$ cat src/rtl/game_countdown_timer.sv
// rtl/game_countdown_timer.sv - round countdown timer with 1 Hz prescaler and BCD outputs
//
// Purpose: divides clkIn down to a seconds tick, counts GAME_SECONDS down to 0,
// and produces the game FSM's timer_expired pulse plus display and LED signals.
// Optional feature macro: GAME_TIMER_PAUSE_EN (pause input freezes the countdown).
//
// Ports:
//   clkIn         in   system clock
//   reset         in   synchronous active-high reset
//   startGame     in   start/restart request (ignored while running)
//   pause         in   freeze countdown (only with GAME_TIMER_PAUSE_EN)
//   timer_running out  high while counting down
//   sec_tick      out  one-cycle pulse per elapsed second
//   timer_expired out  one-cycle pulse when the count reaches 0
//   game_over     out  high from expiry until next start or reset
//   secs_left     out  seconds remaining, binary
//   secs_tens     out  BCD tens digit of secs_left
//   secs_ones     out  BCD ones digit of secs_left
//   time_warning  out  high while running with 0 < secs_left <= WARN_SECONDS
module game_countdown_timer #(
  parameter int CLK_HZ       = 100_000_000,
  parameter int GAME_SECONDS = 30,
  parameter int WARN_SECONDS = 5
) (
  input  logic       clkIn,
  input  logic       reset,
  input  logic       startGame,
  input  logic       pause,
  output logic       timer_running,
  output logic       sec_tick,
  output logic       timer_expired,
  output logic       game_over,
  output logic [6:0] secs_left,
  output logic [3:0] secs_tens,
  output logic [3:0] secs_ones,
  output logic       time_warning
);

  localparam int PW = (CLK_HZ > 1) ? $clog2(CLK_HZ) : 1;
  localparam logic [PW-1:0] PRE_MAX    = PW'(CLK_HZ - 1);
  localparam logic [6:0]    GAME7      = 7'(GAME_SECONDS);
  localparam logic [6:0]    WARN7      = 7'(WARN_SECONDS);
  localparam logic [3:0]    GAME_TENS  = 4'(GAME_SECONDS / 10);
  localparam logic [3:0]    GAME_ONES  = 4'(GAME_SECONDS % 10);
  // Warning level right after a (re)start, when secs_left == GAME_SECONDS.
  localparam logic          START_WARN = (GAME_SECONDS <= WARN_SECONDS);

  typedef enum logic [1:0] {IDLE, RUNNING, DONE} state_t;

  state_t        state;
  logic [PW-1:0] prescaler;
  logic          hold;
  logic          wrap;
  logic [6:0]    secs_dec;

`ifdef GAME_TIMER_PAUSE_EN
  assign hold = pause;
`else
  logic unused_pause;
  assign unused_pause = pause;
  assign hold = 1'b0;
`endif

  assign wrap     = (prescaler == PRE_MAX);
  assign secs_dec = secs_left - 7'd1;

  always_ff @(posedge clkIn) begin
    if (reset) begin
      state         <= IDLE;
      prescaler     <= '0;
      secs_left     <= GAME7;
      secs_tens     <= GAME_TENS;
      secs_ones     <= GAME_ONES;
      timer_running <= 1'b0;
      sec_tick      <= 1'b0;
      timer_expired <= 1'b0;
      game_over     <= 1'b0;
      time_warning  <= 1'b0;
    end else begin
      sec_tick      <= 1'b0;
      timer_expired <= 1'b0;
      case (state)
        RUNNING: begin
          // While paused every register simply holds, so time_warning keeps its value.
          if (!hold) begin
            if (wrap) begin
              prescaler <= '0;
              sec_tick  <= 1'b1;
              if (secs_left == 7'd1) begin
                state         <= DONE;
                secs_left     <= 7'd0;
                secs_tens     <= 4'd0;
                secs_ones     <= 4'd0;
                timer_expired <= 1'b1;
                timer_running <= 1'b0;
                game_over     <= 1'b1;
                time_warning  <= 1'b0;
              end else begin
                secs_left <= secs_dec;
                if (secs_ones == 4'd0) begin
                  secs_ones <= 4'd9;
                  secs_tens <= secs_tens - 4'd1;
                end else begin
                  secs_ones <= secs_ones - 4'd1;
                end
                // secs_dec is at least 1 here, so only the upper bound matters.
                time_warning <= (secs_dec <= WARN7);
              end
            end else begin
              prescaler <= prescaler + PW'(1);
            end
          end
        end
        default: begin
          // IDLE and DONE restart identically.
          if (startGame) begin
            state         <= RUNNING;
            prescaler     <= '0;
            secs_left     <= GAME7;
            secs_tens     <= GAME_TENS;
            secs_ones     <= GAME_ONES;
            timer_running <= 1'b1;
            game_over     <= 1'b0;
            time_warning  <= START_WARN;
          end
        end
      endcase
    end
  end

endmodule

$ cat config.mk
export PLATFORM = sky130hd
export DESIGN_NAME = game_countdown_timer
export DESIGN_NICKNAME = d
export VERILOG_FILES = /design/src/rtl/game_countdown_timer.sv
export SDC_FILE = /design/constraint.sdc
export NUM_CORES = 1
export LEC_CHECK = 0
export BUFFER_PORTS_ARGS = -buffer_cell sky130_fd_sc_hd__buf_2
export CELL_PAD_IN_SITES_DETAIL_PLACEMENT = 1
export CELL_PAD_IN_SITES_GLOBAL_PLACEMENT = 1
export CORE_UTILIZATION = 45
export DETAILED_ROUTE_END_ITERATION = 12
export PLACE_DENSITY = 0.82
export SLEW_MARGIN = 20
export SYNTH_ARGS = -nofsm -noshare
export SYNTH_HDL_FRONTEND = slang
export SYNTH_SLANG_ARGS = --single-unit
$ cat constraint.sdc
create_clock -name clkIn -period 3.4 [get_ports clkIn]
set_clock_uncertainty 0.1 [all_clocks]
set_input_delay 0.17 -clock clkIn [delete_from_list [all_inputs] [get_ports clkIn]]
set_output_delay 0.17 -clock clkIn [all_outputs]
set_load 0.005 [all_outputs]
==> results, run 1 <==
- The run finished with clean final reports.
- The number of ports placed on the die boundary is 24.
- After clock tree synthesis, the clock-pin slew on the worst setup and hold paths is about 0.09 ns.
- At the worst endpoint, the required time is 3.50 ns.
- The remaining global-route overflow is 0.
- In this run, distinct cell masters in the synthesized netlist total 66.
- Counting flops with a built-in enable in the synthesized netlist gives 0.
- The area of the die is 6330 sq um.
- The minimum period implied by the final worst setup slack is 2.60 ns.
- Setup repair after global routing left no endpoint under its margin.
- The sum of buffers and inverters on the critical path is 1.
- The hold path depth is 3.
- The class of the tightest hold or removal check is input pin to register.
- The number of DRC violations after detailed-routing iteration 0 is 170.
- Counting along the longest clock path gives a buffer depth of 2.
- Counting every sink on the clock net gives 47.
- The combined global-route utilization of all metal layers is 25.8%.
- The total leakage power is 1.04 nW.
- The critical path goes through ha_1, and4_1, nand4_4, o21ai_2, buf_4, nand3_1, a221o_1.
- The critical path is of the register to register type.
- The largest fanout on the critical path is 11.
- The clock reaches the later pin of the worst-skew pair after roughly 0.30 ns.
- The number of max-cap violations is 0.
- Global routing consumed, on the met3 layer, roughly 3.4% of the routing resources.
- The wire length of the first global-routing pass is around 13000 um.
- The data arrival time of the worst path is 2.70 ns.
- Counting buffers and inverters, the worst setup path is 7 cells deep.
- The launching element type of the critical path is a register.
- The number of global-route vias before repair is between 2000 and 3000.
- For the worst flop-to-flop path, the logic depth is 7.
- Summed over all nets, the half-perimeter wirelength after detailed placement is 5420 um.
- Using the TritonRoute via totals, the vias-per-cell ratio works out to between 6 and 7.
- The most used flip-flop cell after synthesis is sky130_fd_sc_hd__dfxtp_1.
- The met2 track utilization from global routing is 41.0%.
- The final hold violation count was 0.
- Once layout is done, the placed cells without fillers occupy between 2000 and 3000 sq um.
- Once the clock tree was built, the setup fixing pass inserted 0 buffers.
- The number of antenna violations at the first check in global routing is 0.
- The number of cell rows is 27.
- The initial standard-cell utilization of the core is 47.9%.
- The H-tree generated during clock tree synthesis spans 2 levels.
- The instance area after placement is roughly 2900 sq um.
- The tightest hold path in the finished design has a slack of 0.0923 ns.
- Counting every net in the synthesized netlist gives 346.
- The total inserted antenna cells is 0.
- In this run, synthesis produced a sequential element count of 47.
- Derived from the worst setup path, the maximum achievable clock frequency is 385 MHz.
- The maximum number of pins on one net before global-route repair is 34.
- The maximum vdd drop is between 0.15 and 0.2 mV.
- The period utilization is between 70% and 80%.
- The mean post-synth cell area is 8.07 sq um.
- The count of final setup violators is 0.
- The height of the die is just under 80 um.
- The cell with the largest stage delay on the worst path is sky130_fd_sc_hd__and4_1.
- In this run the clock root is driven by a sky130_fd_sc_hd__clkbuf_8.
- At the pin with the least slew margin, the transition time is 0.812 ns.
- Compared with the post-synthesis result, the final layout area differs by 8.56%.
- The net count of the finished layout is ~360.
- The normalized max-slew margin is between 40 and 50%.
- From left edge to right edge, the die measures 79.5 um.
- For this block, the via count after detailed routing is approximately 2700.
- Summed over all layers, the routed wires come to 7470 um.
- STA classifies the critical path endpoint as a register.
- Broken down by cell family, the worst path's largest delay share belongs to simple AND/OR/NAND/NOR gates.
- TritonCTS built the clock tree.
- The global routing stage identified its most utilized layer as met2.
- The floorplan step defined a core boundary enclosing between 5000 and 6000 sq um.
- Buffers placed on the I/O ports in this run total 22.
- The largest single stage delay on the critical path is between 0.5 and 0.6 ns.
- The first-pass iteration count of the detailed router is 4.
- The number of synthesis warnings is 0.
- For this design, the CTS-stage hold fixing added 0 buffers.
- After synthesis the cells add up to 2710 sq um.
- In this run the power density over the cells is 334 nW/um^2.
- The share of synthesized area occupied by flip-flops and latches is 34.8%.
- After detailed routing, the average wire length per cell comes to 17.7 um.
- Synthesis handed over a netlist of 335 instances.
- The share of async-settable or async-resettable flops after synthesis is 0%.
- The TritonCTS buffer count is 5.
- The setup total negative slack is 0 ns.
- The number of max-slew violations in the final report is 0.
- In this run, post-CTS repair resized a total of 0 instances.
- The count of nets left with antenna violations once routing finished came out at 0.
- In the routed design, unresolved DRC markers number 0.
- The routing usage on met1 is a little over a third.
- At the end of routability-driven placement, the weighted congestion stood at 0.795.
- The post-route netlist has 14.0% of its cells at a drive strength greater than 1.
## path summary, 6_finish.rpt
check	end	slack [ns]	start
setup / recovery	secs_left[4]	0.80	prescaler[0]
hold / removal	state[0]	0.09	startGame
setup reg to reg	secs_left[4]	0.80	prescaler[0]
hold reg to reg	secs_ones[1]	0.39	secs_ones[1]
## stage by stage
| stage | total power [mW] | utilization (%) | instances | setup slack [ns] |
|---|---|---|---|---|
| after floorplan | 0.643 | - | 335 | 1.28 |
| after global placement | 0.668 | 50.8 | 417 | 0.841 |
| after detailed placement | 0.673 | 50.8 | 417 | 0.793 |
| after CTS | 0.991 | 52.1 | 423 | 0.776 |
| after global routing | 1.02 | 52.1 | 423 | 0.607 |
| final | 0.980 | 52.1 | 423 | 0.802 |
## kinds of logic after synthesis
group / share of synthesized area [%]
and+or+nand+nor: 31.8
AOI/OAI and AO/OA: 22.8
DFF: 34.8
buffers and inverters: 4.58
adders and majority gates: 3.24
xor gates and xnor gates: 1.30
muxes: 1.48
## cells in the mapped netlist, types with 3 or more instances
master                     number  area share [%]
sky130_fd_sc_hd__nand3_1       13             2.4
sky130_fd_sc_hd__inv_1         10             1.4
sky130_fd_sc_hd__nand2b_1       5             1.2
sky130_fd_sc_hd__xor2_1         3            0.97
sky130_fd_sc_hd__a31oi_1       18             4.2
sky130_fd_sc_hd__a21oi_1       26             4.8
sky130_fd_sc_hd__o21ai_0       17             3.1
sky130_fd_sc_hd__and3_1         3            0.69
sky130_fd_sc_hd__buf_2          6             1.1
sky130_fd_sc_hd__nand2_1       37             5.1
sky130_fd_sc_hd__a221o_1        4             1.5
sky130_fd_sc_hd__nor4_1         7             1.6
sky130_fd_sc_hd__ha_1           7             3.2
sky130_fd_sc_hd__mux2i_1        4             1.5
sky130_fd_sc_hd__nor2_1        30             4.2
sky130_fd_sc_hd__nor3_1        10             1.9
sky130_fd_sc_hd__and4_1         3            0.97
sky130_fd_sc_hd__nand4_1        9             2.1
sky130_fd_sc_hd__or4_1          4             1.1
sky130_fd_sc_hd__nor2b_1        3            0.69
sky130_fd_sc_hd__dfxtp_1       47              35
sky130_fd_sc_hd__o31ai_1        5             1.4
sky130_fd_sc_hd__a32oi_1        3            0.97
sky130_fd_sc_hd__clkbuf_1       9             1.2
## placed cells by master, fill, tap and decap left out, types with 2 or more instances in the layout
| cell type | Yosys | routed |
|---|---|---|
| sky130_fd_sc_hd__o21ai_0 | 17 | 17 |
| sky130_fd_sc_hd__and2_1 | 2 | 2 |
| sky130_fd_sc_hd__buf_4 | 1 | 6 |
| sky130_fd_sc_hd__a41oi_1 | 2 | 2 |
| sky130_fd_sc_hd__mux2i_1 | 4 | 4 |
| sky130_fd_sc_hd__nor4_1 | 7 | 7 |
| sky130_fd_sc_hd__ha_1 | 7 | 7 |
| sky130_fd_sc_hd__dfxtp_1 | 47 | 47 |
| sky130_fd_sc_hd__nand2b_1 | 5 | 5 |
| sky130_fd_sc_hd__clkbuf_8 | 0 | 5 |
| sky130_fd_sc_hd__o31ai_1 | 5 | 5 |
| sky130_fd_sc_hd__and4_1 | 3 | 3 |
| sky130_fd_sc_hd__nor2_1 | 30 | 30 |
| sky130_fd_sc_hd__nand4_1 | 9 | 9 |
| sky130_fd_sc_hd__a311oi_1 | 2 | 2 |
| sky130_fd_sc_hd__buf_2 | 6 | 22 |
| sky130_fd_sc_hd__nor4b_4 | 2 | 2 |
| sky130_fd_sc_hd__a21oi_1 | 26 | 26 |
| sky130_fd_sc_hd__a32oi_1 | 3 | 3 |
| sky130_fd_sc_hd__and3b_1 | 2 | 2 |
| sky130_fd_sc_hd__and3_1 | 3 | 3 |
| sky130_fd_sc_hd__o31a_1 | 2 | 2 |
| sky130_fd_sc_hd__xor2_1 | 3 | 3 |
| sky130_fd_sc_hd__nand3_1 | 13 | 13 |
| sky130_fd_sc_hd__nor3_1 | 10 | 10 |
| sky130_fd_sc_hd__a31oi_1 | 18 | 18 |
| sky130_fd_sc_hd__nor2b_1 | 3 | 3 |
| sky130_fd_sc_hd__inv_1 | 10 | 10 |
| sky130_fd_sc_hd__a221o_1 | 4 | 4 |
| sky130_fd_sc_hd__or4b_1 | 2 | 2 |
| sky130_fd_sc_hd__or4_1 | 4 | 4 |
| sky130_fd_sc_hd__nor3b_1 | 2 | 2 |
| sky130_fd_sc_hd__or4b_2 | 2 | 2 |
| sky130_fd_sc_hd__or3_1 | 2 | 2 |
| sky130_fd_sc_hd__nand2_1 | 37 | 37 |
## power by group
| group | internal [mW] | total, mW | switching, mW |
|---|---|---|---|
| logic | 0.0301 | 0.0931 | 0.0631 |
| registers | 0.557 | 0.567 | 0.00966 |
| clock network | 0.138 | 0.320 | 0.183 |
| total | 0.725 | 0.980 | 0.255 |
## layout make-up
cell class | instances | area (sq um)
fill | 711 | 2710
sequential | 47 | 941
tap | 72 | 90.1
inverter | 10 | 37.5
clock buffer | 6 | 72.6
timing repair buffer | 28 | 155
multi-input combinational | 260 | 1640
## sequential cells by signal, summed over array words and instances, names as in the netlist, 4 cells and up
name / count
secs_left: 7
prescaler: 27
secs_tens: 4
secs_ones: 4
## routing by layer
layer / part of all wire [%] / wire length (um)
met5: 0 / 0
met4: 1.1 / 79
met3: 3.0 / 223
met2: 46 / 3400
met1: 50 / 3770
## worst reg2reg max path, cell delays in order, from the launching register on
cell and delay, ns:
sky130_fd_sc_hd__dfxtp_1 0.39, sky130_fd_sc_hd__ha_1 0.24, sky130_fd_sc_hd__and4_1 0.51, sky130_fd_sc_hd__nand4_4 0.19
sky130_fd_sc_hd__o21ai_2 0.43, sky130_fd_sc_hd__buf_4 0.25, sky130_fd_sc_hd__nand3_1 0.09, sky130_fd_sc_hd__a221o_1 0.30
(Power assumes the default switching activity.)
==> run 2, diff against run 1 <==
--- a/config.mk
+++ b/config.mk
@@ -8,9 +8,9 @@
 export BUFFER_PORTS_ARGS = -buffer_cell sky130_fd_sc_hd__buf_2
 export CELL_PAD_IN_SITES_DETAIL_PLACEMENT = 1
 export CELL_PAD_IN_SITES_GLOBAL_PLACEMENT = 1
-export CORE_UTILIZATION = 45
+export CORE_UTILIZATION = 40
 export DETAILED_ROUTE_END_ITERATION = 12
-export PLACE_DENSITY = 0.82
+export PLACE_DENSITY = 0.77
 export SLEW_MARGIN = 20
 export SYNTH_ARGS = -nofsm -noshare
 export SYNTH_HDL_FRONTEND = slang
==> constraint.sdc (replaced) <==
create_clock -name clkIn -period 2.3 [get_ports clkIn]
set_clock_uncertainty 0.1 [all_clocks]
set_input_delay 0.115 -clock clkIn [delete_from_list [all_inputs] [get_ports clkIn]]
set_output_delay 0.115 -clock clkIn [all_outputs]
set_load 0.005 [all_outputs]
==> run 2 against run 1 <==
Net effect:
- sequential cell count stayed put
- setup slack got worse by 0.70 ns
- die area grew 12%
- fmax up 18%
- via count is 4.9% higher
- final area up 8.8%
- sequential power up 48%
- global-route usage down 2.3 points
- first-iteration DRC count shrank 33%
- total power increased by 76%
- critical endpoint is now prescaler[17]
- highest routed layer unchanged
- critical path depth up 1
- combinational power up 68%
- the flow now finishes with violations (design-rule violations)
==> results, run 2 (synthesis results as in run 1) <==
- By startpoint and endpoint, the worst setup path is classified as register to register.
- The hold path depth is 3 (unchanged).
- The area of all placed cells without fillers is 3200 sq um (+8.8%).
- The ratio of cells with drive above 1 in the final layout is 19.9% (+5.9 points).
- The worst reg-to-reg path cell count is 8 (+1).
- The worst hold path begins at startGame.
- The final wirelength was 8010 um (+7.2%).
- The largest fanout on the critical path is 37 (+26).
- The biggest cell delay along the critical path is 0.35 ns (-0.16 ns).
- Setup repair after global routing left no endpoint under its margin.
- The final RePlAce weighted congestion is 0.849 (+6.9%).
- The count of final setup violators was 0 (unchanged).
- The die span in x is 84.2 um (+5.9%).
- The minimum period implied by the final worst setup slack was 2.20 ns (-0.400 ns).
- The area of the die was 7100 sq um (+12%).
- The checks that failed: design-rule violations.
- The top cell types in the final layout, fill and taps aside, are sky130_fd_sc_hd__dfxtp_1 (47), sky130_fd_sc_hd__nand2_1 (37), sky130_fd_sc_hd__nor2_1 (30), sky130_fd_sc_hd__a21oi_1 (26), sky130_fd_sc_hd__buf_4 (23).
- The number of max-cap violations is 0 (unchanged).
- The number of DRC violations after detailed-routing iteration 0 came to 114 (-33%).
- The total inserted antenna cells is 0 (unchanged).
- The period utilization is 95.6% (+19 points).
- The worst setup path is launched from a register.
- The number of flip-flops under the largest register name was 27 (unchanged).
- The per-cell routed wire length was 17.8 um (+0.98%).
- The number of max-slew violations in the final report is 0 (unchanged).
- STA classifies the critical path endpoint as a register.
- The height of the die is 84.2 um (+5.9%).
- The HPWL after detailed placement came to 5880 um (+8.4%).
- Clock tree synthesis selected as its root buffer the cell sky130_fd_sc_hd__clkbuf_8.
- The total leakage power was 1.19 nW (+15%).
- The flow ran to the end, but the final reports show violations.
- The beginning of the worst register-to-register path is prescaler[0].
- The worst register-to-register path ends at prescaler[17].
- The via count of the routed design came to 2781 (+4.9%).
- The worst reg-to-reg setup slack is 0.10 ns (-0.70 ns).
- The post-route antenna net violation count was 0 (unchanged).
- The first-pass iteration count of the detailed router is 8 (+4).
- The total core area is 6420 sq um (+14%).
- The largest register by flop count is prescaler.
- On the critical path, the stage with the largest delay is an instance of sky130_fd_sc_hd__dfxtp_1.
- The normalized max-slew margin came to 56.8% (+11 points).
- The sum of buffers and inverters on the critical path is 2 (+1).
- The setup total negative slack is 0 ns (unchanged).
- The CTS tree is yes.
- The largest registers in the layout are prescaler: 27 flops, secs_left: 7 flops.
- The maximum level of the CTS H-tree is 2 (unchanged).
- The remaining global-route overflow is 0 (unchanged).
- Leaving out fill and tap cells, the most frequent cell in the layout is sky130_fd_sc_hd__dfxtp_1.
- The power per unit of standard cell area is 541 nW/um^2 (+62%).
- Walking the worst path, the cells encountered are ha_1, and4_1, buf_4, and4_1, a21oi_2, buf_12, o21ai_0, a31oi_1.
- The net count of the finished layout was 382 (+5.2%).
- The number of global-route vias before repair was 2647 (+0.49%).
- Compared with the post-synthesis result, the final layout area differs by 18.1%.
- The combined global-route utilization of all metal layers is 23.5% (-2.3 points).
- The slew at the pin closest to its max-slew limit is 0.646 ns (-0.165 ns).
- The final hold violation count was 0 (unchanged).
- The utilization after layout is 49.8% (-2.3 points).
- The wire length of the first global-routing pass is 13200 um (+3.6%).
- The number of antenna violations at the first check in global routing is 0 (unchanged).
- The clock transition time at the flip-flop clock pins of the worst setup and hold paths is 0.09 ns (about the same).
- The number of port buffers is 22 (unchanged).
- The TritonCTS buffer count is 5 (unchanged).
- The hold-fix buffer count after cts was 0 (unchanged).
- The clock tree buffer depth is 2 (unchanged).
- The initial standard-cell utilization of the core is 42.1% (-5.8 points).
- The fmax is 455 MHz (+18%).
- The post-detailed-route via-to-cell ratio came to 6.19 (-1.2%).
- The path with the worst hold slack has its endpoint at state[0].
- The later-pin clock latency in the skew report was 0.31 ns (about the same).
- The final setup slack of the worst path was 0.102 ns (-0.700 ns).
- The number of ports placed on the die boundary is 24 (unchanged).
- The total power came to 1.73 mW (+76%).
- The data required time at the worst endpoint is 2.44 ns (-1.06 ns).
- The fill cell total of the finished layout came to 790 (+11%).
- The maximum vdd drop is 0.227 mV (+17%).
- The path class of the tightest hold or removal check is input pin to register.
- The DRC violation count after routing is 2 (+2).
- The maximum number of pins on one net before global-route repair came to 38 (+12%).
- The data arrival time of the worst path was 2.33 ns (-0.37 ns).
- The cell family contributing the most delay on the critical path is compound AO/OA/AOI/OAI gates.
- The instance area after placement was 3020 sq um (+5.5%).
- The most frequent cell on the critical path is sky130_fd_sc_hd__and4_1.
- The number of sinks handled by clock tree synthesis is 47 (unchanged).
- The number of cell rows is 29 (+7.4%).
- The post-place setup slack came to 0.0972 ns (-0.696 ns).
-- run 2: cell count changes in the layout (fill, tap and decap cells not counted), sizes merged --
| cell | previous run | this run |
|---|---|---|
| buf | 28 | 47 |
| bufinv | 0 | 2 |
-- run 2: what timing repair did --
item / 4_1_cts / 5_1_grt
setup buffers: 0 / 2
setup endpoints to repair: 0 / 9
gates resized for setup: 0 / 5
-- run 2: per-layer routing --
layer | GRT usage (%) | up-vias | wire length (um)
met4 | 7.37 | 0 | 153
li1 | - | 1334 | -
met3 | 3.64 | 12 | 288
met2 | 40.1 | 47 | 3880
met5 | 0 | - | 0
met1 | 30.6 | 1388 | 3690
-- run 2: final cells by class --
cell class	count	area, sq um	share of cell area, %
Tap cell	77	96.3	3.01
Inverter	10	37.5	1.17
Clock inverter	2	60.1	1.88
Clock buffer	6	72.6	2.27
Sequential cell	47	941	29.4
Multi-Input combinational cell	260	1670	52.1
Timing Repair Buffer	47	323	10.1
-- run 2: how the worst max path moves through the flow --
stage,startpoint,end,slack [ns],cells past startpoint
global placement,prescaler[0],secs_ones[2],0.17,6
detailed placement,prescaler[0],prescaler[24],0.1,6
CTS,prescaler[0],prescaler[24],0.08,6
global route,prescaler[0],prescaler[17],0.02,8
floorplan,prescaler[0],secs_left[5],0.18,8
finish,prescaler[0],prescaler[17],0.10,8
-- run 2: metrics by stage --
stage,cells,hold WS (ns)
floorplan,335,0.185
global placement,439,0.335
detailed placement,439,0.359
CTS,447,0.0516
global route,449,0.0502
finish,449,0.0540
-- run 2: power by group --
part / total, mW / internal [mW] / switching [mW]
Clock: 0.733 / 0.435 / 0.299
Sequential: 0.838 / 0.824 / 0.0139
Combinational: 0.156 / 0.0582 / 0.0983
Total: 1.73 / 1.32 / 0.411
-- run 2: worst min-delay path: cells and delay by family --
| kind | cells | cell delay (ns) |
|---|---|---|
| and+or+nand+nor | 1 | 0.11 |
| buffers and inverters | 1 | 0.13 |
| AOI/OAI and AO/OA | 1 | 0.06 |
==> run 3, diff against run 2 <==
--- a/config.mk
+++ b/config.mk
@@ -8,6 +8,7 @@
 export BUFFER_PORTS_ARGS = -buffer_cell sky130_fd_sc_hd__buf_2
 export CELL_PAD_IN_SITES_DETAIL_PLACEMENT = 1
 export CELL_PAD_IN_SITES_GLOBAL_PLACEMENT = 1
+export CORE_MARGIN = 8
 export CORE_UTILIZATION = 40
 export DETAILED_ROUTE_END_ITERATION = 12
 export PLACE_DENSITY = 0.77
==> run 3 against run 2 <==
Net effect:
- the run now ends clean
- hold slack better by 0.0088 ns
- register-to-register slack about the same
- final area down 0.82%
- sequential share of layout area up 0.24 points
- critical endpoint is now secs_ones[2]
- largest power group unchanged
==> results, run 3 (synthesis results as in run 1) <==
- The class of the tightest hold or removal check is input pin to register.
- The remaining global-route overflow is 0 (unchanged).
- The run finished with clean final reports.
- The total core area came to 6680 sq um (+4.0%).
- The maximum vdd drop is 0.233 mV (+2.8%).
- Leaving out fill and tap cells, the most frequent cells in the layout are sky130_fd_sc_hd__dfxtp_1 (47), sky130_fd_sc_hd__nand2_1 (37), sky130_fd_sc_hd__nor2_1 (30), sky130_fd_sc_hd__a21oi_1 (26), sky130_fd_sc_hd__buf_4 (23).
- The area of the die is 9650 sq um (+36%).
- The CTS tree is yes.
- The height of the die is 98.2 um (+17%).
- The number of global-route vias before repair came to 2792 (+5.5%).
- The period utilization was 95.5% (about the same).
- The class of the most critical setup path is register to register.
- The power per unit of standard cell area came to 545 nW/um^2 (+0.91%).
- The HPWL after detailed placement is 6010 um (+2.4%).
- The final wirelength is 8080 um (+0.89%).
- The number of DRC violations after detailed-routing iteration 0 is 75 (-34%).
- Setup repair after global routing left no endpoint under its margin.
- The DRC violation count after routing was 0 (-2).
- The worst hold slack is 0.0628 ns (+0.00881 ns).
- The largest register by flop count is prescaler.
- The final setup slack of the worst path is 0.104 ns (+0.00195 ns).
- The launching element type of the critical path is a register.
- The net switching fraction of the power came to 24.1% (+0.33 points).
- The normalized max-slew margin came to 61.8% (+5.1 points).
- In this run the clock root is driven by a sky130_fd_sc_hd__clkbuf_8.
- The post-detailed-route via-to-cell ratio is 6.12 (-1.2%).
- The via count of the routed design came to 2759 (-0.79%).
- The largest fanout on the critical path is 6 (-84%).
- The per-cell routed wire length is 17.9 um (+0.44%).
- The minimum period implied by the final worst setup slack is 2.20 ns (-0.00195 ns).
- The number of max-slew violations in the final report is 0 (unchanged).
- The hold-fix buffer count after cts is 0 (unchanged).
- The instance area after placement is 3010 sq um (-0.29%).
- The largest registers in the layout are prescaler: 27 flops, secs_left: 7 flops.
- The wire length of the first global-routing pass is 13900 um (+5.7%).
- The element type at the critical path end is a register.
- The worst setup path startpoint is secs_left[1].
- The area of all placed cells without fillers is 3170 sq um (-0.82%).
- The number of antenna violations at the first check in global routing was 0 (unchanged).
- The part of the total power dissipated in combinational logic is 8.9% (-0.2 points).
- The utilization after layout is 47.4% (-2.3 points).
- The clock transition time at the flip-flop clock pins of the worst setup and hold paths is 0.10 ns (about the same).
- The net count of the finished layout is 381 (-0.26%).
- The post-route antenna net violation count is 0 (unchanged).
- The number of sinks handled by clock tree synthesis is 47 (unchanged).
- The fill cell total of the finished layout is 831 (+5.2%).
- The maximum number of pins on one net before global-route repair is 38 (unchanged).
- The slew at the pin closest to its max-slew limit is 0.572 ns (-0.0740 ns).
- The clock tree buffer depth is 2 (unchanged).
- The die span in x is 98.2 um (+17%).
- The power spent charging and discharging nets is 417 uW (+1.5%).
- The TritonCTS buffer count is 5 (unchanged).
- The number of max-cap violations is 0 (unchanged).
- The data arrival time of the worst path is 2.34 ns (about the same).
- The number of flip-flops under the largest register name was 27 (unchanged).
- The data required time at the worst endpoint is 2.44 ns (about the same).
- The share of power burned in the clock network is 42.7% (+0.2 points).
- The later-pin clock latency in the skew report was 0.31 ns (about the same).
- The post-place setup slack is 0.0810 ns (-0.0162 ns).
- The initial standard-cell utilization of the core was 40.5% (-1.6 points).
- The fmax came to 455 MHz (about the same).
- The total leakage power is 1.16 nW (-2.5%).
- The final RePlAce weighted congestion came to 0.815 (-4.1%).
- The total inserted antenna cells came to 0 (unchanged).
- The number of cell rows is 30 (+3.4%).
- The number of ports placed on the die boundary is 24 (unchanged).
- Compared with the post-synthesis result, the final layout area differs by 17.2%.
- The startpoint identified for the worst hold timing path is startGame.
- The combined global-route utilization of all metal layers was 17.5% (-6.0 points).
- The ratio of cells with drive above 1 in the final layout is 19.9% (+0.054 points).
- The final hold violation count is 0 (unchanged).
- The number of port buffers is 22 (unchanged).
- The count of final setup violators is 0 (unchanged).
- The internal power consumption came to 1.31 mW (-0.36%).
- The commonest non-fill, non-tap cell in the layout is sky130_fd_sc_hd__dfxtp_1.
- The first-pass iteration count of the detailed router came to 4 (-4).
- The setup total negative slack was 0 ns (unchanged).
- The beginning of the worst register-to-register path is secs_left[1].
- The maximum level of the CTS H-tree is 2 (unchanged).
- The sequential power share was 48.5% (about the same).
## run 3: cell type report
type	instances	area, sq um	share of cell area (%)
multi-input cells	260	1650	52.1
well taps	80	100	3.16
inverters	10	37.5	1.18
flip-flops and latches	47	941	29.7
clock buffers	5	68.8	2.17
repair buffers	46	303	9.55
clock inverters	3	67.6	2.13
## run 3: power by group through the flow
stage	Sequential, mW	Clock [mW]	Combinational (mW)
5_1_grt	0.841	0.790	0.171
4_1_cts	0.838	0.755	0.152
6_report	0.838	0.737	0.153
2_1_floorplan	0.852	0	0.0982
3_3_place_gp	0.856	0	0.146
3_5_place_dp	0.857	0	0.151
## run 3: per-stage QoR
stage | power [mW] | instances
2_1_floorplan | 0.950 | 335
3_3_place_gp | 1.00 | 442
3_5_place_dp | 1.01 | 442
4_1_cts | 1.74 | 450
5_1_grt | 1.80 | 451
6_report | 1.73 | 451
## run 3: path summary, 6_finish.rpt
| path | slack [ns] | end | cells after the start |
|---|---|---|---|
| setup / recovery | 0.10 | secs_ones[2] | 7 |
| hold / removal | 0.06 | state[0] | 3 |
| setup reg to reg | 0.10 | secs_ones[2] | 7 |
| hold reg to reg | 0.39 | prescaler[26] | 1 |
## run 3: critical path, cell delays in order, from the launching register on
cell                      delay, ns
sky130_fd_sc_hd__dfxtp_1       0.44
sky130_fd_sc_hd__inv_1         0.09
sky130_fd_sc_hd__ha_1          0.17
sky130_fd_sc_hd__or4b_1        0.25
sky130_fd_sc_hd__o31a_1        0.28
sky130_fd_sc_hd__nand2_1       0.15
sky130_fd_sc_hd__or4b_1        0.48
sky130_fd_sc_hd__a21oi_1       0.16
## run 3: repair_timing
action	CTS	global route
setup buffers	0	1
endpoints found under the setup margin	0	10
gates resized for setup	0	5
## run 3: routing by layer
| layer | GRT usage [%] | vias to the layer above | part of all wire, % |
|---|---|---|---|
| met5 | 0 | - | 0 |
| met4 | 6.02 | 0 | 2.0 |
| met3 | 2.99 | 13 | 2.9 |
| met2 | 29.6 | 39 | 49 |
| met1 | 21.9 | 1374 | 46 |
| li1 | - | 1333 | - |
